**config.mk**
```make
export PLATFORM = sky130hd
export DESIGN_NAME = bin_to_bcd_seq
export DESIGN_NICKNAME = d
export VERILOG_FILES = /design/src/rtl/bin_to_bcd_seq.sv
export SDC_FILE = /design/constraint.sdc
export NUM_CORES = 1
export LEC_CHECK = 0
export CAP_MARGIN = 15
export CORE_AREA = 4 4 78 80
export DETAILED_ROUTE_END_ITERATION = 7
export DIE_AREA = 0 0 82 84
export GPL_ROUTABILITY_DRIVEN = 0
export PLACE_DENSITY = 0.75
export SLEW_MARGIN = 20
export SYNTH_ARGS = -nofsm -noshare
export SYNTH_HDL_FRONTEND = slang
export SYNTH_SLANG_ARGS = --single-unit
```
**constraint.sdc**
```tcl
create_clock -name clk -period 4.1 [get_ports clk]
set_input_delay 0.82 -clock clk [delete_from_list [all_inputs] [get_ports clk]]
set_output_delay 0.82 -clock clk [all_outputs]
set_load 0.1 [all_outputs]
```
**src/rtl/bin_to_bcd_seq.sv**
```systemverilog
`default_nettype none
// ============================================================================
//  Module   : bin_to_bcd_seq
//  Brief    : Sequential shift-add-3 binary-to-BCD converter, one input bit
//             per clock. Drives three registered decimal digits (hundreds,
//             tens, ones) for the display multiplexer and saturates to 999
//             with an overflow flag when the captured value exceeds 999.
//  Revision : 1.0 - initial release
// ============================================================================
module bin_to_bcd_seq #(
    parameter int IN_WIDTH = 10
) (
    input  logic                clk,
    input  logic                rst_n,
    input  logic                start,
    input  logic [IN_WIDTH-1:0] bin_in,
    output logic                busy,
    output logic                valid,
    output logic                overflow,
    output logic [3:0]          hex0char,
    output logic [3:0]          hex1char,
    output logic [3:0]          hex2char
);

    // Counter must hold IN_WIDTH itself, so size it for IN_WIDTH+1 values.
    localparam int                  c_cnt_w   = $clog2(IN_WIDTH + 1);
    localparam int                  c_nibbles = 5;
    localparam int                  c_bcd_w   = 4 * c_nibbles;
    localparam logic [IN_WIDTH-1:0] c_max_dec = IN_WIDTH'(999);

    typedef enum logic [1:0] {
        S_IDLE  = 2'd0,
        S_SHIFT = 2'd1,
        S_DONE  = 2'd2
    } state_t;

    state_t               r_state;
    logic [IN_WIDTH-1:0]  r_bin;
    logic [c_bcd_w-1:0]   r_bcd;
    logic [c_cnt_w-1:0]   r_cnt;
    logic                 r_ovf;

    logic [c_bcd_w-1:0]   w_bcd_adj;
    logic                 w_ovf_final;

    // Add-3 correction on every accumulator nibble that is 5 or more, so the
    // following left shift carries correctly into the next decimal digit.
    always_comb begin
        w_bcd_adj = r_bcd;
        for (int i = 0; i < c_nibbles; i++) begin
            if (r_bcd[4*i +: 4] >= 4'd5) begin
                w_bcd_adj[4*i +: 4] = r_bcd[4*i +: 4] + 4'd3;
            end
        end
    end

    // Final overflow decision: the captured >999 flag, reinforced by any
    // non-zero digit above hundreds (which can only arise from such values).
    always_comb begin
        w_ovf_final = r_ovf | (|r_bcd[c_bcd_w-1:12]);
    end

    // Control FSM and datapath: capture, shift IN_WIDTH times, then publish.
    always_ff @(posedge clk or negedge rst_n) begin
        if (!rst_n) begin
            r_state  <= S_IDLE;
            r_bin    <= '0;
            r_bcd    <= '0;
            r_cnt    <= '0;
            r_ovf    <= 1'b0;
            busy     <= 1'b0;
            valid    <= 1'b0;
            overflow <= 1'b0;
            hex0char <= 4'd0;
            hex1char <= 4'd0;
            hex2char <= 4'd0;
        end else begin
            case (r_state)
                S_IDLE, S_DONE: begin
                    if (start) begin
                        r_bin   <= bin_in;
                        r_bcd   <= '0;
                        r_cnt   <= c_cnt_w'(IN_WIDTH);
                        r_ovf   <= (bin_in > c_max_dec);
                        busy    <= 1'b1;
                        valid   <= 1'b0;
                        r_state <= S_SHIFT;
                    end
                end
                S_SHIFT: begin
                    if (r_cnt != '0) begin
                        r_bcd <= {w_bcd_adj[c_bcd_w-2:0], r_bin[IN_WIDTH-1]};
                        r_bin <= {r_bin[IN_WIDTH-2:0], 1'b0};
                        r_cnt <= r_cnt - c_cnt_w'(1);
                        // A carry out of the top nibble would also mean >999.
                        r_ovf <= r_ovf | w_bcd_adj[c_bcd_w-1];
                    end else begin
                        // Digits only ever change here, so the display never
                        // shows a partially converted value.
                        overflow <= w_ovf_final;
                        if (w_ovf_final) begin
                            hex0char <= 4'd9;
                            hex1char <= 4'd9;
                            hex2char <= 4'd9;
                        end else begin
                            hex0char <= r_bcd[3:0];
                            hex1char <= r_bcd[7:4];
                            hex2char <= r_bcd[11:8];
                        end
                        busy    <= 1'b0;
                        valid   <= 1'b1;
                        r_state <= S_DONE;
                    end
                end
                default: begin
                    busy    <= 1'b0;
                    valid   <= 1'b0;
                    r_state <= S_IDLE;
                end
            endcase
        end
    end

endmodule
`default_nettype wire
```
## Yosys cells after proc, flatten, opt, wreduce, memory -nomap -nowiden

Cells that the tools add are included.

| storage, ports and cells | value |
|---|---|
| output and inout bits | 15 |
| flip-flop bits (word level) | 52 |
| word-level logic and storage cells | 68 |

| cells by class | value |
|---|---|
| add/subtract/negate cells | 6 |
| $lt $le $gt $ge | 6 |
| bitwise logic cells | 3 |
| equality and inequality tests | 5 |
| muxes and demuxes | 29 |
| reductions and logical operators | 8 |

Operators by type and width:

| cell | count |
|---|---|
| $mux W20 | 2 |
| $mux W4 | 10 |
| $pmux W20 S2 | 1 |
| $add A4 B2 Y4 const B | 5 |
| $ge A4 B3 Y1 const B | 5 |
| $mux W10 | 2 |
| $pmux W10 S2 | 1 |
| $gt A10 B10 Y1 const B | 1 |
| $pmux W4 S2 | 1 |
| $reduce_or A8 Y1 | 1 |
| $mux W1 | 6 |
| $ne A2 B2 Y1 const B | 3 |
| $pmux W1 S2 | 3 |
| $mux W2 | 2 |
| $pmux W2 S2 | 1 |
| $reduce_and A2 Y1 | 2 |
| $reduce_bool A4 Y1 | 1 |
| $sub A4 B1 Y4 const B | 1 |
| $reduce_and A3 Y1 | 1 |
| $eq A2 B1 Y1 const B | 1 |
| $eq A2 B2 Y1 const B | 1 |
| $logic_not A2 Y1 | 1 |
| $or A1 B1 Y1 | 2 |
| $reduce_bool A2 Y1 | 1 |
| other kinds (2) | 2 |

## Depth between registers and ports, before layout

Gate-level depths: netlist (run 1).

| depth | value |
|---|---|
| depth after elaboration | 5 |
| mapped depth | 8 |

## Worst setup path after synthesis (run 1)

No wires, ideal clock.

| timing | value |
|---|---|
| path type | register -> register |
| start point | register, netlist name valid |
| end point | register hex0char[3] |
| required time | 3.979 ns |
| path slack | 2.223 ns |
| clock period less this slack | 1.877 ns |
| cell stages (with the launch flop) | 5 |
| setup time | 0.121 ns |
| arrival time | 1.756 ns |
| cell sequence | dfrtp_1 -> and2b_1 -> nand2_1 -> or2_0 -> o22a_1 |

RTL lines:

| what | line | RTL |
|---|---|---|
| to (signal assigned) | 106 | `hex0char <= r_bcd[3:0];` |
| to (decl) | 20 | `output logic [3:0] hex0char,` |

## Worst setup path after layout (run 1)

| timing | value |
|---|---|
| start point | register valid |
| end point | output port valid |

RTL lines:

| what | line | RTL |
|---|---|---|
| from (decl) | 18 | `output logic valid,` |
| from (signal assigned) | 72 | `valid <= 1'b0;` |
| from (signal assigned) | 86 | `valid <= 1'b0;` |
| from (signal assigned) | 111 | `valid <= 1'b1;` |

No word-level cell between the ends.

==> reports/metrics.cfg, run 1 <==
[drt]
drt-total-wl_um=4830
drc=0
wl_per_cell_um=14.5
ant_nets=0
routed_via_density=5.56
vias=1853
drt_iter0_drc=103
drt_pass1_iterations=4

[job]
max_cap_viol_count=0

[floorplanning]
core_area_um2=5410
num_rows=27
dieHeight_um=84
die-area_um2=6890
pin_count=28
fp.dieW_um=82
start_util=0.453

[logic_synthesis]
synth_seq_area_share=0.521
async_flop_share=1.00
synth_edf_count=0
ys.flop_type=dfrtp_1
syn-cell-area_um2=2450
ys_ff_latch=51
synth_cells=233
syn_area_per_cell_um2=10.5
synth_fp_nets=260
synth_warnings=0
ys_types=36

[power_and_ir_drop]
power.density_nw_per_um2=877
ir_drop_v=0.000369
p_leak_nw=1.24

[clock_network]
holdBufCountCts=0
cts_max_path_buffers=2
clk_latency_ps=310
cts.sinks=51
cts_resized=0
clkTransAtPathRegs_ps=90
numCtsBuffers=5
root_buffer=clkbuf_8
postCtsSetupBuffers=0
cts_tree=built
htreeDepth=2

[setup_path]
start_kind=register
critPathMaxStageDelay_ps=1150
crit_chain=clkdlybuf4s50_1
ff2ff_path_depth=7
critPathMaxFanout=4
cp_top_family=buffers and inverters
worst-path-buf-inv=1
crit_arrival_ps=1870
worstPathRequired_ps=3280
cp-end-kind=primary output
rr_startpoint=r_cnt[0]
r2r_slack_ps=1840
timing_worst_setup_path_type=register to primary output
critical-path-slowest-cell=clkdlybuf4s50_1
reg2reg_to=r_bcd[19]

[global_routing]
grt_pass1_wl_um=8680
grt_overflow_total=0
grt_max_degree=32
grt_pass1_vias=1885
grt_usage=0.161
antenna_found_initial=0

[sta]
worst_pin_slew_ps=969
max-slew-margin-rel=0.352
hold_viol_final=0
finalMaxSlewViolations=0
fmax_mhz=372
period_needed_ps=2690
hold_ws_ps=485
setup_viol=0
finalCritPeriodShare=0.655
fin_tns_setup_ps=0
grt_setup_unrepaired=false
finalClockSkew_ps=11.0

[placement]
port-buffer-count=27
dp_hpwl_um=3480

[outcome]
status=complete, no violations

[layout]
drive_gt1_frac=0.0498
final_common_cell=dfrtp_1
num_antenna_cells=0
nets=287
mostFrequentLayoutCells=dfrtp_1, nand2_1, clkdlybuf4s50_1
syn_to_final_growth_pct=16.4

[worst_hold_path]
hold_class=primary input to async pin

layer usage:
layer	wire length [um]	share of wire	vias to the layer above	track usage
met5	0	0	-	0
met4	92	0.019	0	0.0604
met3	239	0.049	9	0.0400
met2	2170	0.45	44	0.251
met1	2330	0.48	912	0.212
li1	-	-	888	-
logic make-up (layout without fill, tap and decap cells):
logic type	after synthesis	after routing	synth area share
compound gates	68	68	0.191
xor+xnor	9	9	0.0322
fa+ha+maj	14	14	0.0715
buf+inv	21	49	0.0393
flops	51	51	0.521
mux	6	6	0.0245
simple gates	64	64	0.121
worst max-delay path by stage:
stage               startpoint           to  cells after the start
finish                   valid        valid                      1
global route             valid        valid                      1
CTS                      valid        valid                      1
detailed placement       start    r_bcd[19]                      6
global placement         start     r_bcd[3]                      6
floorplan                valid  hex0char[3]                      4
power breakdown:
| part | leakage, nW | switching (mW) | internal [mW] | total, mW |
|---|---|---|---|---|
| Combinational | 0.576 | 0.888 | 0.459 | 1.35 |
| Clock | 0.0412 | 0.167 | 0.120 | 0.287 |
| Sequential | 0.627 | 0.157 | 0.715 | 0.871 |
| Total | 1.24 | 1.21 | 1.29 | 2.50 |
state kept, by name, summed over array words and instances, names as in the netlist:
name / flops
r_state: 1
valid: 1
r_ovf: 1
hex0char: 4
busy: 1
r_bcd: 20
hex1char: 4
overflow: 1
r_cnt: 4
hex2char: 4
r_bin: 10
stage by stage:
| step | power (mW) | instances | utilization | setup slack [ps] | instance area [um2] |
|---|---|---|---|---|---|
| after global placement | 2.19 | 325 | 0.512 | 1300 | 2770 |
| after global routing | 2.70 | 333 | 0.528 | 1360 | 2850 |
| after floorplan | 1.95 | 233 | - | 2220 | 2450 |
| after CTS | 2.52 | 333 | 0.528 | 1410 | 2850 |
| final | 2.50 | 333 | 0.528 | 1410 | 2850 |
| after detailed placement | 2.23 | 325 | 0.512 | 1230 | 2770 |
final cells by class:
cell class                      count  area, um2
Clock buffer                        6       72.6
Tap cell                           72       90.1
Clock inverter                      2       12.5
Inverter                           13       48.8
Multi-Input combinational cell    161       1080
Sequential cell                    51       1280
Fill cell                         516       2550
Timing Repair Buffer               28        273
Yosys cell counts, types with 4 or more instances:
master	count	area [um2]
dfrtp_1	51	1280
nand2_1	27	101
nor2_1	17	63.8
ha_1	14	175
o21ai_0	13	65.1
inv_1	12	45.0
a21oi_1	10	50.1
a22o_1	9	78.8
a31oi_1	8	50.1
nand2b_1	8	50.1
mux2i_1	6	60.1
a32o_1	5	50.1
buf_2	5	25.0
o22ai_1	5	31.3
o31ai_1	5	37.5
xnor2_1	5	43.8
o32ai_1	4	35.0
xor2_1	4	35.0
Power figures use the tool's default switching activity.
==> run 2: changes to the inputs <==
==> constraint.sdc (replaced) <==
create_clock -name clk -period 2.5 [get_ports clk]
set_input_delay 0.5 -clock clk [delete_from_list [all_inputs] [get_ports clk]]
set_output_delay 0.5 -clock clk [all_outputs]
set_load 0.1 [all_outputs]
==> run 2 against run 1 <==
Via count shrank 1.5%. Flip-flop and latch count is the same. Core utilization is essentially flat. Non-clock buffer count grew 4. Register-to-register slack lost 1700 ps. Sequential power grew 64%. Largest power group unchanged.
==> reports/metrics.cfg, run 2 (synthesis results as in run 1) <==
[setup_path]
critPathMaxFanout=19  ; +15
worst-path-buf-inv=3  ; +2
timing_worst_setup_path_type=register to register
crit_arrival_ps=2510  ; +640 ps
cp_top_family=buffers and inverters
start_kind=register
crit_chain=inv_1 > ha_1 > or3b_4 > a21oi_2 > inv_2 > buf_4 > nor2_1 > a31oi_1
worstPathRequired_ps=2690  ; -590 ps
critical-path-slowest-cell=a21oi_2
cp-end-kind=register
critPathMaxStageDelay_ps=470  ; -680 ps

[clock_network]
clkTransAtPathRegs_ps=90  ; about the same
cts_resized=0  ; unchanged
cts.sinks=51  ; unchanged
root_buffer=clkbuf_8
cts_max_path_buffers=2  ; unchanged
postCtsSetupBuffers=0  ; unchanged
cts_tree=built
numCtsBuffers=5  ; unchanged
htreeDepth=2  ; unchanged
holdBufCountCts=0  ; unchanged
clk_latency_ps=300  ; about the same

[outcome]
status=complete, no violations

[layout]
syn_to_final_growth_pct=16.5  ; about the same
top_regs=r_bcd x20, r_bin x10
drive_gt1_frac=0.121  ; +0.0709
mostFrequentLayoutCells=dfrtp_1, nand2_1, buf_4
largest_reg_flops=20  ; unchanged
final_cell_count_no_fill=337  ; +1.2%
top_register=r_bcd
num_antenna_cells=0  ; unchanged
nets=291  ; +1.4%
fillers=494  ; -4.3%
utilization=0.528  ; about the same
final_common_cell=dfrtp_1

[floorplanning]
die-area_um2=6890  ; unchanged
fp.dieW_um=82  ; unchanged
num_rows=27  ; unchanged
dieHeight_um=84  ; unchanged
start_util=0.453  ; unchanged
pin_count=28  ; unchanged
core_area_um2=5410  ; unchanged

[job]
max_cap_viol_count=0  ; unchanged

[power_and_ir_drop]
power.share.switching=0.484  ; about the same
p_clk_frac=0.111  ; -0.003
p_int_mw=2.13  ; +65%
power.density_nw_per_um2=1440  ; +65%
switchingPower_mw=2.00  ; +65%
p_leak_nw=1.29  ; +3.8%
combPwrFrac=0.542  ; +0.004
p_seq_frac=0.347  ; about the same
ir_drop_v=0.000570  ; +55%

[worst_hold_path]
hold_class=primary input to async pin

[sta]
finalMaxSlewViolations=0  ; unchanged
setup_viol=0  ; unchanged
finalWorstSetupSlack_ps=181  ; -1230 ps
finalClockSkew_ps=5.91  ; -5.09 ps
grt_setup_unrepaired=false
hold_viol_final=0  ; unchanged
fmax_mhz=431
fin_tns_setup_ps=0  ; unchanged
finalCritPeriodShare=0.927
max-slew-margin-rel=0.632  ; +0.280
hold_ws_ps=173  ; -312 ps
period_needed_ps=2320
worst_pin_slew_ps=553  ; -416 ps

[global_routing]
grt_pass1_wl_um=8450  ; -2.6%
grt_overflow_total=0  ; unchanged
grt_pass1_vias=1768  ; -6.2%
antenna_found_initial=0  ; unchanged
grt_usage=0.157  ; -0.00378
grt_max_degree=30  ; -6.3%

[drt]
ant_nets=0  ; unchanged
vias=1826  ; -1.5%
drt_iter0_drc=88  ; -15%
routed_via_density=5.42  ; -2.6%
drt-total-wl_um=4910  ; +1.7%
drc=0  ; unchanged
drt_pass1_iterations=4  ; unchanged
wl_per_cell_um=14.6  ; +0.51%

[placement]
port-buffer-count=27  ; unchanged
place_ws_ps=46.7  ; -1180 ps
dp_hpwl_um=3570  ; +2.7%
place_inst=329  ; +1.2%

run 2: cell types whose count changed in the layout (fill, tap and decap cells not counted), sizes merged:
cell,previous run,this run
clkdlybuf4s50,26,11
clkinv,1,3
clkinvlp,1,0
clkbuf,6,5
buf,2,21
run 2: per-layer routing:
layer / GRT usage / share of wire / up-vias
met5: 0 / 0 / -
met4: 0.0363 / 0.0081 / 0
met3: 0.0389 / 0.048 / 3
met2: 0.242 / 0.47 / 42
met1: 0.221 / 0.48 / 886
li1: - / - / 895
run 2: worst paths after layout:
kind                              from          end  slack [ps]  cells after the start
max reg2reg                   r_cnt[0]     r_bin[3]         180                      8
min                              rst_n  hex1char[1]         170                      1
max in group asynchronous        rst_n    r_bcd[11]        1790                      2
min in group clk           hex2char[1]  hex2char[1]         480                      2
min reg2reg                hex2char[1]  hex2char[1]         480                      2
max                           r_cnt[0]     r_bin[3]         180                      8
run 2: worst register-to-register path: cells and delay by family (launching register included):
kind,cells,cell delay [ps]
fa+ha+maj,1,160
flops,1,410
compound gates,2,520
buf+inv,3,640
simple gates,2,480
run 2: per-stage QoR:
step / instance area, um2 / total power [mW]
4_1_cts: 2860 / 4.16
3_5_place_dp: 2770 / 3.69
6_report: 2860 / 4.13
2_1_floorplan: 2450 / 3.20
3_3_place_gp: 2770 / 3.63
5_1_grt: 2860 / 4.45
run 2: cell type report:
class,count,area (um2),share of cell area
well taps,72,90.1,0.0316
clock buffers,5,68.8,0.0241
clock inverters,3,15.0,0.00526
multi-input cells,161,1080,0.378
flip-flops and latches,51,1280,0.447
inverters,13,48.8,0.0171
repair buffers,32,278,0.0973
run 2: power by group through the flow:
stage          registers, mW  clock network [mW]  logic, mW
6_report                1.43               0.458       2.24
5_1_grt                 1.48               0.513       2.46
4_1_cts                 1.43               0.475       2.25
3_5_place_dp            1.45                   0       2.24
3_3_place_gp            1.43                   0       2.20
2_1_floorplan           1.95                   0       1.24
